[src/rtl/fifo_rd_stream.sv]
// -----------------------------------------------------------------------------
// fifo_rd_stream
//
// Purpose:
//   Read-side output stage of the asynchronous FIFO (read clock domain). It owns
//   the FIFO read request and converts the rd_en/empty + one-cycle-latency
//   rd_data memory interface into a valid/ready stream with first-word-fall-
//   through behaviour. A 3-entry skid buffer sustains one word per cycle while
//   keeping m_ready out of the combinational path to rd_en. A synchronous flush
//   discards buffered and in-flight words.
//
// Ports:
//   rd_clk   in   read-domain clock, rising edge
//   rd_rst   in   asynchronous active-low reset
//   empty    in   FIFO empty flag (registered upstream)
//   rd_data  in   memory read data, valid the cycle after an accepted read
//   rd_en    out  read request to pointer logic and memory
//   flush    in   synchronous discard of buffered and in-flight words
//   m_valid  out  head word available
//   m_ready  in   consumer accepts the head word
//   m_data   out  head word
//   m_count  out  words held in the buffer, 0..3
// -----------------------------------------------------------------------------
module fifo_rd_stream #(
  parameter int DATASIZE = 8
) (
  input  logic                rd_clk,
  input  logic                rd_rst,
  input  logic                empty,
  input  logic [DATASIZE-1:0] rd_data,
  output logic                rd_en,
  input  logic                flush,
  output logic                m_valid,
  input  logic                m_ready,
  output logic [DATASIZE-1:0] m_data,
  output logic [1:0]          m_count
);

  logic [1:0] count_q, count_d;
  logic [1:0] head_q, head_d;
  logic [1:0] tail_q, tail_d;
  logic       pend_q, pend_d;

  logic       push;
  logic       pop;
  logic [2:0] occupancy;

  logic [DATASIZE-1:0] entry_w [3];

  // Pointers run 0,1,2,0,... over the three entries.
  function automatic logic [1:0] wrap_inc(input logic [1:0] p);
    return (p == 2'd2) ? 2'd0 : p + 2'd1;
  endfunction

  // Words already stored plus the word still in flight from the memory.
  // Reading only when this is below 3 guarantees a free slot for every
  // arriving word, so m_ready never needs to reach rd_en.
  always_comb begin
    occupancy = {1'b0, count_q} + {2'b00, pend_q};
    rd_en     = rd_rst && !empty && !flush && (occupancy < 3'd3);
  end

  always_comb begin
    m_valid = (count_q != 2'd0);
    m_count = count_q;
    pop     = m_valid && m_ready;
    // An in-flight word arriving during flush is dropped.
    push    = pend_q && !flush;
  end

  always_comb begin
    count_d = count_q;
    head_d  = head_q;
    tail_d  = tail_q;
    pend_d  = 1'b0;
    if (flush) begin
      count_d = 2'd0;
      head_d  = 2'd0;
      tail_d  = 2'd0;
      pend_d  = 1'b0;
    end else begin
      count_d = count_q + {1'b0, push} - {1'b0, pop};
      if (pop) begin
        head_d = wrap_inc(head_q);
      end
      if (push) begin
        tail_d = wrap_inc(tail_q);
      end
      // rd_en already includes !empty, so this is exactly an accepted read.
      pend_d = rd_en;
    end
  end

  always_ff @(posedge rd_clk or negedge rd_rst) begin
    if (!rd_rst) begin
      count_q <= 2'd0;
      head_q  <= 2'd0;
      tail_q  <= 2'd0;
      pend_q  <= 1'b0;
    end else begin
      count_q <= count_d;
      head_q  <= head_d;
      tail_q  <= tail_d;
      pend_q  <= pend_d;
    end
  end

  // Storage entries. Each is its own register so the head mux below reads
  // only flops and m_data is never X after reset.
  genvar gi;
  generate
    for (gi = 0; gi < 3; gi++) begin : g_entry
      logic [DATASIZE-1:0] entry_q;

      always_ff @(posedge rd_clk or negedge rd_rst) begin
        if (!rd_rst) begin
          entry_q <= '0;
        end else if (push && (tail_q == 2'(gi))) begin
          entry_q <= rd_data;
        end
      end

      assign entry_w[gi] = entry_q;
    end
  endgenerate

  always_comb begin
    case (head_q)
      2'd0:    m_data = entry_w[0];
      2'd1:    m_data = entry_w[1];
      default: m_data = entry_w[2];
    endcase
  end

endmodule

[config.mk]
export PLATFORM = sky130hd
export DESIGN_NAME = fifo_rd_stream
export DESIGN_NICKNAME = d
export VERILOG_FILES = /design/src/rtl/fifo_rd_stream.sv
export SDC_FILE = /design/constraint.sdc
export NUM_CORES = 1
export LEC_CHECK = 0
export ABC_AREA = 1
export CAP_MARGIN = 20
export CORE_ASPECT_RATIO = 1.5
export CORE_MARGIN = 2
export CORE_UTILIZATION = 50
export CTS_BUF_LIST = sky130_fd_sc_hd__clkbuf_16
export CTS_CLUSTER_SIZE = 24
export DETAILED_ROUTE_END_ITERATION = 8
export GPL_ROUTABILITY_DRIVEN = 0
export PLACE_DENSITY_LB_ADDON = 0.1
export RECOVER_POWER = 100
export SETUP_SLACK_MARGIN = 0.5
export SYNTH_ARGS = -nofsm -noshare
export SYNTH_HDL_FRONTEND = slang
export SYNTH_SLANG_ARGS = --single-unit
export TNS_END_PERCENT = 100
[constraint.sdc]
create_clock -name rd_clk -period 1.8 [get_ports rd_clk]
set_input_delay 0.36 -clock rd_clk [delete_from_list [all_inputs] [get_ports rd_clk]]
set_output_delay 0.36 -clock rd_clk [all_outputs]
set_load 0.005 [all_outputs]
After elaboration in Yosys (flattened, before gate mapping)
Cells that the tools add are included.

storage, ports and cells
  bits in registers = 31
  bits of input ports = 13
  logic and storage cells = 41

operators by class
  add/subtract/negate cells = 5
  order comparisons = 1
  eq/ne operators = 4
  mux-type cells = 9
  reduce and logical (&&, ||, !) cells = 15

operators with widths
  cell                                                         number
  one-hot mux 8 bit (2 select lines)                           1
  two-way mux 2 bit                                            7
  logical AND 1 bit                                            8
  nonzero test 2 bit                                           3
  adder 2 x 1 -> 2 bit (second input constant)                 2
  equality test 2 x 1 -> 1 bit (second input constant)         2
  equality test 2 bit (second input constant)                  2
  zero test 2 bit                                              2
  adder 2 x 1 -> 3 bit                                         1
  less-than comparator 3 x 2 -> 1 bit (second input constant)  1
  adder 2 x 1 -> 2 bit                                         1
  zero test 1 bit                                              2
  subtractor 2 x 1 -> 2 bit                                    1
  two-way mux 1 bit                                            1

Depth between registers and ports, before layout
  word-level depth = 5
  depth in mapped cells = 9

Worst setup path after synthesis
No wires, ideal clock.

  kind = reg2out
  start point = register count_q[0], in the netlist m_count[0]
  end point = output rd_en
  data arrival time = 1.055 ns
  path slack = 0.385 ns
  cell stages (with the launch flop) = 4
  buffers on the path = 0
  path through = dfrtp_1 > ha_1 > ha_1 > a21oi_1

between the ends
  word-level cells in the longest chain between the ends = 3

ends and longest elaborated chain
  what                                 RTL line  text
  start: declaration                   39        logic [1:0] count_q, count_d;
  start signal: assignment             101       count_q <= count_d;
  adder 2 x 1 -> 3 bit                 59        occupancy = {1'b0, count_q} + {2'b00, pend_q};
  less-than comparator 3 x 2 -> 1 bit  60        rd_en = rd_rst && !empty && !flush && (occupancy < 3'd3);
  logical AND 1 bit                    60
  end: declaration                     31        output logic rd_en,

No other way between the ends.

Worst setup path in the final report
  start point = register count_q[1], in the netlist m_count[1]
  end point = register count_q[1], in the netlist m_count[1]

between the ends
  word-level cells in the longest chain between the ends = 4

ends and longest elaborated chain
  what                                                                          RTL line  text
  parallel branches: the longest is 2 deep, another holds adder 2 x 1 -> 2 bit  -
  subtractor 2 x 1 -> 2 bit *                                                   82        count_d = count_q + {1'b0, push} - {1'b0, pop};
  two-way mux 2 bit *                                                           76        if (flush) begin
  named net count_d[1]                                                          39

Mark *: on every way through the listed nets, which the timed path passes.
A chain may end at the register's enable or synchronous reset.

==> flow_summary.toml <==
[timing]
drv_slew = 0
period_needed_ns = 1.78
tns_ns = 0
hold_viol_final = 0
finalCritPeriodShare = 0.987
relSlewSlack = 0.474
finalSetupViolCount = 0
fin_skew_ns = 0.00525
rsz0062_at_grt = "yes"
fmax_mhz = 563
tightest_slew_ns = 0.789
whs_ns = 0.484

[finish]
multiInputGateArea_um2 = 845
fill_cells = 186
instances_no_fill = 272
antennaDiodeCount = 0
area_delta_synth_final_pct = 51.4
drive_gt1_frac = 0.468
final_core_util = 0.801
fin_nets = 249
seq_area_um2 = 777

[worst_setup_path]
critical_path_class = "reg2reg"
critPathMaxFanout = 5
endpoint_kind = "register"
cpPeakStageDelay_ns = 0.41
worstPathRequired_ns = 2.00
worstSetupStartpointType = "register"
cp_top_family = "simple AND/OR/NAND/NOR gates"
cp.arrival_ns = 1.97
crit_buf_inv = 3
critPathSlowestCell = "dfrtp_1"
worstPathCellList = "buf_6 > buf_6 > nor2_1 > nor2_4 > ha_4 > inv_2 > ha_4 > nand3_2 > nand2_1 > nor2_1"

[logic_synthesis]
synth_top_flop_cell = "dfrtp_1"
yosysMostFrequentCell = "nand2_1"
synthXorXnorAreaFrac = 0
synth_cells = 172
synthDominantCellAreaShare = 0.498
synth_top_cell_by_area = "dfrtp_1"
async_reset_ff_frac = 1.00
ys_warn_count = 0
synth_enable_flop_cells = 0
synth_compound_area_frac = 0.154
synthSimpleGateAreaFrac = 0.240
netlist-cell-type-count = 16
avgSynthCellArea_um2 = 9.05
syn_nets = 189
synth_top_family_by_area = "simple AND/OR/NAND/NOR gates"
synth_common_cells = "50 x nand2_1, 31 x dfrtp_1, 24 x o21ai_2"
synthMuxAreaShare = 0
ys_top_cells_by_area = "dfrtp_1 50%, o21ai_2 14%, nand2_1 12%, inv_1 5.1%, nand3_1 4.5%"
synth_adder_area_share = 0.0322
synth_seq_area_share = 0.498
synth_seq_cells = 31
syn-cell-area_mm2 = 0.00156

[grt]
grt_max_degree = 32
grt_util_all_layers = 0.244
antenna_found_initial = 0
grt_pass1_wl_um = 6580
grt_pass1_vias = 1488
grt_remaining_overflow = 0

[clocking]
cts.sinks = 31
cts.htree.levels = 2
clk_latency_ns = 0.28
clk_pin_slew_ns = 0.05
cts_root_buf = "clkbuf_16"
cts_buffers = 5
cts_tree = "yes"
ctsHoldBuffers = 0
clock_path_buffers = 2

[route]
drt_iter0_drc = 27
drc = 0
drt_wl_total_um = 5130
drt-pass1-iter-count = 4
vias = 1490
antenna_left = 0
wl_per_cell_um = 18.9
routed_via_density = 5.48

[die]
row_count = 24
core_area_mm2 = 0.00294
pin_count = 25
start_util = 0.529
fp.dieH_um = 72.3
die_x_um = 49.6
fp.dieArea_mm2 = 0.00358

[pwr]
ir_drop_mv = 1.10
p_total_w = 0.00278
powerDensity_mw_per_mm2 = 1180
cellLeakagePower_nw = 1.17

[flow_run]
max_cap_viol_count = 0

[outcome]
outcome = "finished clean"

[worst_hold_path]
hold_path.class = "reg2reg"

[placed_design]
place_hpwl_um = 2340
place_inst = 245
port_buffers = 24
where the power goes:
group          total [W]  switching, W  internal [W]  leakage, nW
clock           0.000800      0.000298      0.000501       0.0649
combinational    0.00109      0.000519      0.000572        0.689
sequential      0.000891     0.0000921      0.000799        0.414
path summary, 6_finish.rpt:
kind	startpoint	to	slack, ns	depth (start not counted)
min in group asynchronous	rd_rst	g_entry[1].entry_q[3]	0.78	2
max in group asynchronous	rd_rst	head_q[1]	0.48	2
worst min-delay path	g_entry[2].entry_q[5]	g_entry[2].entry_q[5]	0.48	2
worst max register to register	m_count[1]	m_count[1]	0.02	10
worst max-delay path	m_count[1]	m_count[1]	0.02	10
worst min register to register	g_entry[2].entry_q[5]	g_entry[2].entry_q[5]	0.48	2
final cells by class:
type | count | area share
Sequential cell | 31 | 0.330
Timing Repair Buffer | 52 | 0.198
Clock buffer | 5 | 0.0531
Inverter | 21 | 0.0335
Tap cell | 39 | 0.0207
Clock inverter | 3 | 0.00637
Multi-Input combinational cell | 121 | 0.358
state kept, by name (all words and copies together), names as in the netlist:
name             cells
g_entry.entry_q     24
head_q               2
m_count              2
tail_q               2
pend_q               1
metrics by stage:
| step | instance area [µm²] | setup WS, ns |
|---|---|---|
| floorplan | 1560 | 0.427 |
| CTS | 2240 | 0.0733 |
| finish | 2360 | 0.0228 |
| detailed placement | 1920 | -0.197 |
| global route | 2360 | -0.0712 |
| global placement | 1920 | -0.144 |
routing by layer:
metal,GRT usage,vias up,share of wire
met5,0,-,0
met4,0.127,0,0.043
met3,0.0617,21,0.048
met2,0.425,58,0.55
met1,0.272,737,0.36
li1,-,674,-
logic make-up after synthesis:
| family | Yosys count |
|---|---|
| simple gates | 82 |
| buf+inv | 25 |
| fa+ha+maj | 4 |
| flops | 31 |
| compound gates | 30 |
worst register-to-register path, cell delays in order (launching register included):
cell	delay [ns]
dfrtp_1	0.41
buf_6	0.13
buf_6	0.11
nor2_1	0.25
nor2_4	0.09
ha_4	0.27
inv_2	0.04
ha_4	0.16
nand3_2	0.05
nand2_1	0.05
nor2_1	0.15
placed cells by master, fill, tap and decap left out, types with 2 or more instances in the layout:
cell	n
nand3_1	5
clkdlybuf4s50_1	10
nand2_2	22
buf_4	14
clkbuf_4	2
a21oi_2	2
o21ai_2	10
nor2_4	7
nand2_8	2
nand2_1	34
clkbuf_2	2
clkinv_1	2
o21ai_1	2
inv_1	18
inv_2	3
o21ai_0	15
buf_6	15
nor2_1	4
dfrtp_1	30
nand2_4	4
clkbuf_16	5
ha_4	3
buf_2	5
nand3_2	9
repair_timing:
| item | in CTS | in global routing |
|---|---|---|
| gates resized for setup | 84 | 49 |
| endpoints found under the hold margin | 0 | 0 |
| pin swaps | 6 | 7 |
| endpoints found under the setup margin | 40 | 40 |
| gates cloned | 0 | 5 |
| buffers inserted | 11 | 3 |
Note: power is estimated with default switching activity, not from simulation.
==> RTL change 1: new RTL, config.mk and constraints unchanged <==
Reset style: synchronous (`rd_rst`), changed in 2 clocked blocks. Comments in the files are not updated.
--- a/src/rtl/fifo_rd_stream.sv
+++ b/src/rtl/fifo_rd_stream.sv
@@ -93,3 +93,3 @@
 
-  always_ff @(posedge rd_clk or negedge rd_rst) begin
+  always_ff @(posedge rd_clk) begin
     if (!rd_rst) begin
@@ -114,3 +114,3 @@
 
-      always_ff @(posedge rd_clk or negedge rd_rst) begin
+      always_ff @(posedge rd_clk) begin
         if (!rd_rst) begin
Formal check against the unedited RTL: differs if rd_rst is asserted again (counterexample within 4 cycles, from zero or initial values and one cycle with rd_rst low); with rd_rst held inactive, the same outputs for 10 cycles.
==> RTL change 1 against the original RTL <==
The flow now stops in global routing; synthesized area is 2.9% lower.
==> RTL change 1: results (changes against the original RTL) <==
Clocking
  – Maximum root-to-sink buffer count: 2 (unchanged)
  – TritonCTS Buffers: 5 (unchanged)
  – Clk sinks: 31 (unchanged)
  – Htree depth: 2 (unchanged)
  – Root Buffer: clkbuf_16

Synthesis
  – Syn_nets: 248 (+31%)
  – Ys async rst share: 0% (-100 points)
  – Top post-synthesis cells by area: dfxtp_1 41%, nand2_1 16%, nand3_1 12%, nor2_1 11%, inv_1 5.7%
  – Seq/Total Area, Yosys: 41.06% (-8.8 points)
  – Post-synth top cells: 63 x nand2_1, 45 x nor2_1, 35 x nand3_1
  – Netlist cell types: 15 (-1)
  – Synth warnings: 0 (unchanged)
  – Top_reg_cell synth: dfxtp_1

Timing
  – GRT worst endpoint: rd_en
  – Worst EP kind: output port

Global routing
  – Largest net degree at the start of global routing: 25
  – Antenna violations before repair: 0

Outcome
  – Stop err: [ERROR DPL-0033] detailed placement checks failed during check placement.
  – Outcome: stopped before the end
  – Last stage reached: global routing

Placed design
  – I/O Buffers: 24 (unchanged)
  – Final HPWL DP: 2.553 mm (+9.1%)
-- RTL change 1: changes by cell type after synthesis, moves of 9 or more --
cell and delta:
nor2_1 +38, nand3_1 +21, dfxtp_1 +31, dfrtp_1 -31, nand2_1 +13, o21ai_2 -24
a21oi_1 +9
-- RTL change 1: cell families after synthesis --
kind of cell	count (synthesis)	share of synthesized area [%]
adder cells (fa/ha/maj)	4	3.311
AO/OA/AOI/OAI	13	4.471
flip-flops	31	41.06
AND/OR/NAND/NOR	151	41.89
buffers and inverters	32	9.271
-- RTL change 1: metrics by stage --
stage / cells / worst slack (ps) / hold slack (ps) / area, µm²
detailed placement: 300 / -173.6 / 474.4 / 1907
global placement: 300 / -152.2 / 464.0 / 1907
floorplan: 231 / 462.0 / 451.9 / 1550
CTS: 331 / 24.04 / 484.8 / 2407
-- RTL change 1: what timing repair did --
action / 4_1_cts
resized for setup: 91
cloned: 4
pin swaps: 7
endpoints found under the setup margin: 40
endpoints found under the hold margin: 0
hold buffers: 0
setup buffers: 19
==> RTL change 2: new RTL, same settings <==
Made on the original files. The parameter `DATASIZE` goes from 8 to 16.
--- a/src/rtl/fifo_rd_stream.sv
+++ b/src/rtl/fifo_rd_stream.sv
@@ -24,3 +24,3 @@
 module fifo_rd_stream #(
-  parameter int DATASIZE = 8
+  parameter int DATASIZE = 16
 ) (
Interface: changed (resized m_data and rd_data); port bits go from 25 to 41. The function was not compared with the original's and may differ.
==> RTL change 2 against the original RTL <==
The run now ends with setup timing left; routed wire length rose by 43%; sequential cell count rose by 24; power rose by 55%; clock power rose by 17%; hold slack got worse by 3.3 ps; cell area rose by 72%; synthesized area rose by 80%; setup slack got worse by 95 ps; clock skew fell by 2.4 ps; critical path depth fell by 3; critical path type is now register to primary output.
==> RTL change 2: results (changes against the original RTL) <==
Outcome
  – Outcome: complete, but fails checks
  – Failing checks: setup timing

Pwr
  – Power Internal: 0.002926 W (+56%)
  – Worst VDD drop: 0.7400 mV (-33%)
  – Reg power frac: 36.6% (+4.6 points)
  – P_leak: 2.046 nW (+75%)
  – P_clk: 0.000936 W (+17%)

Synthesis
  – Synth Area in Compound Gates: 16.32% (+0.89 points)
  – Top_reg_cell synth: dfrtp_1
  – Post-synthesis adder-cell area fraction: 1.784% (-1.4 points)
  – Post-synth top cells: 70 x nand2_1, 55 x dfrtp_1, 50 x o21ai_2
  – Synth warnings: 0 (unchanged)
  – Ys async rst share: 100.0% (unchanged)
  – Netlist cell types: 17 (+1)
  – Syn_nets: 318 (+68%)
  – Seq/Total Area, Yosys: 49.06% (-0.78 points)
  – Top post-synthesis cells by area: dfrtp_1 49%, o21ai_2 16%, nand2_1 9.4%, nand2_2 7.1%, buf_6 4.4%

Min path
  – Min-Delay Endpoint: g_entry[1].entry_q[9]
  – Hold depth: 2 (unchanged)
  – HP Start: g_entry[1].entry_q[9]

Routing
  – Violation count after the first detailed-route iteration: 45 (+67%)
  – Met2 routed WL: 3.977 mm (+42%)
  – Routed wl met3: 231 µm (-5.3%)
  – DR vias/cell: 5.149 (-6.0%)
  – Top Layer Used: met4
  – Metal1 wirelength: 2.879 mm (+55%)
  – Total length of routed wires: 7.331 mm (+43%)

Setup path
  – CP arrival: 1510 ps (-460 ps)
  – R2R Setup Slk: -20 ps (-40 ps)
  – Critical Path Fanout Max: 4 (-1)
  – Crit path from: head_q[1]
  – Critical Path Sink: m_data[0]

Global routing
  – Global-route wire length before repair: 9.729 mm (+48%)
  – Largest net degree at the start of global routing: 56 (+75%)
  – Total track usage: 20.55% (-3.8 points)
  – GRT met2 Usage: 35.31% (-7.2 points)
  – M3 GR Usage: 3.977% (-2.2 points)
  – Met1 Track Usage GR: 26.34% (-0.85 points)
  – Vias in the first global route: 2075 (+39%)
  – Antenna violations before repair: 0 (unchanged)

Clocking
  – Post-CTS sizing: 137 (+63%)
  – Maximum root-to-sink buffer count: 2 (unchanged)
  – Post-CTS setup buffer count: 24 (+13)
  – Clock transition at path regs: 70 ps (+20 ps)

Timing
  – Clock Skews: 2.896 ps (-2.355 ps)
  – Relative slew margins: 7.070% (-40 points)
  – Final setup margin: -71.80 ps (-94.61 ps)
  – Endpoints failing setup: 10 (+10)
  – Hold slack: 480.4 ps (-3.339 ps)

Final layout
  – Fin nets: 410 (+65%)
  – Share of cells above drive strength 1: 51.04% (+4.3 points)
  – Max reg flops: 48 (+100%)

Placed design
  – Placement Cell Area: 0.003403 mm² (+77%)
  – Final HPWL DP: 3.687 mm (+58%)
  – Worst slack, placed: -238.9 ps (-41.59 ps)
  – I/O Buffers: 40 (+67%)
-- RTL change 2: cell types whose count changed after synthesis, sizes merged --
cell and delta:
dfrtp +24, o21ai +24, inv +8, nand3 +8, buf +9, nand2 +48
-- RTL change 2: area by class of cell --
class	instances	area (µm²)
clock buffer	5	125.1
fill	391	1400
timing repair buffer	98	917.1
inverter	29	113.9
sequential	55	1378
tap	70	87.58
multi-input combinational	196	1413
clock inverter	3	16.27
-- RTL change 2: metrics by stage --
stage	TNS (ps)	total power, W	cells
3_5_place_dp	-347.5	0.002758	411
2_1_floorplan	0	0.002136	293
3_3_place_gp	-208.6	0.002732	411
5_1_grt	-1633	0.004551	456
6_report	-461.0	0.004309	456
4_1_cts	-311.3	0.004104	444
-- RTL change 2: critical path, cell delays in order (launching register included) --
cell and delay (ps):
dfrtp_2 430, nor2_4 240, clkbuf_16 180, buf_6 90, buf_6 90, nand2_2 40
nand3_2 40, buf_2 100
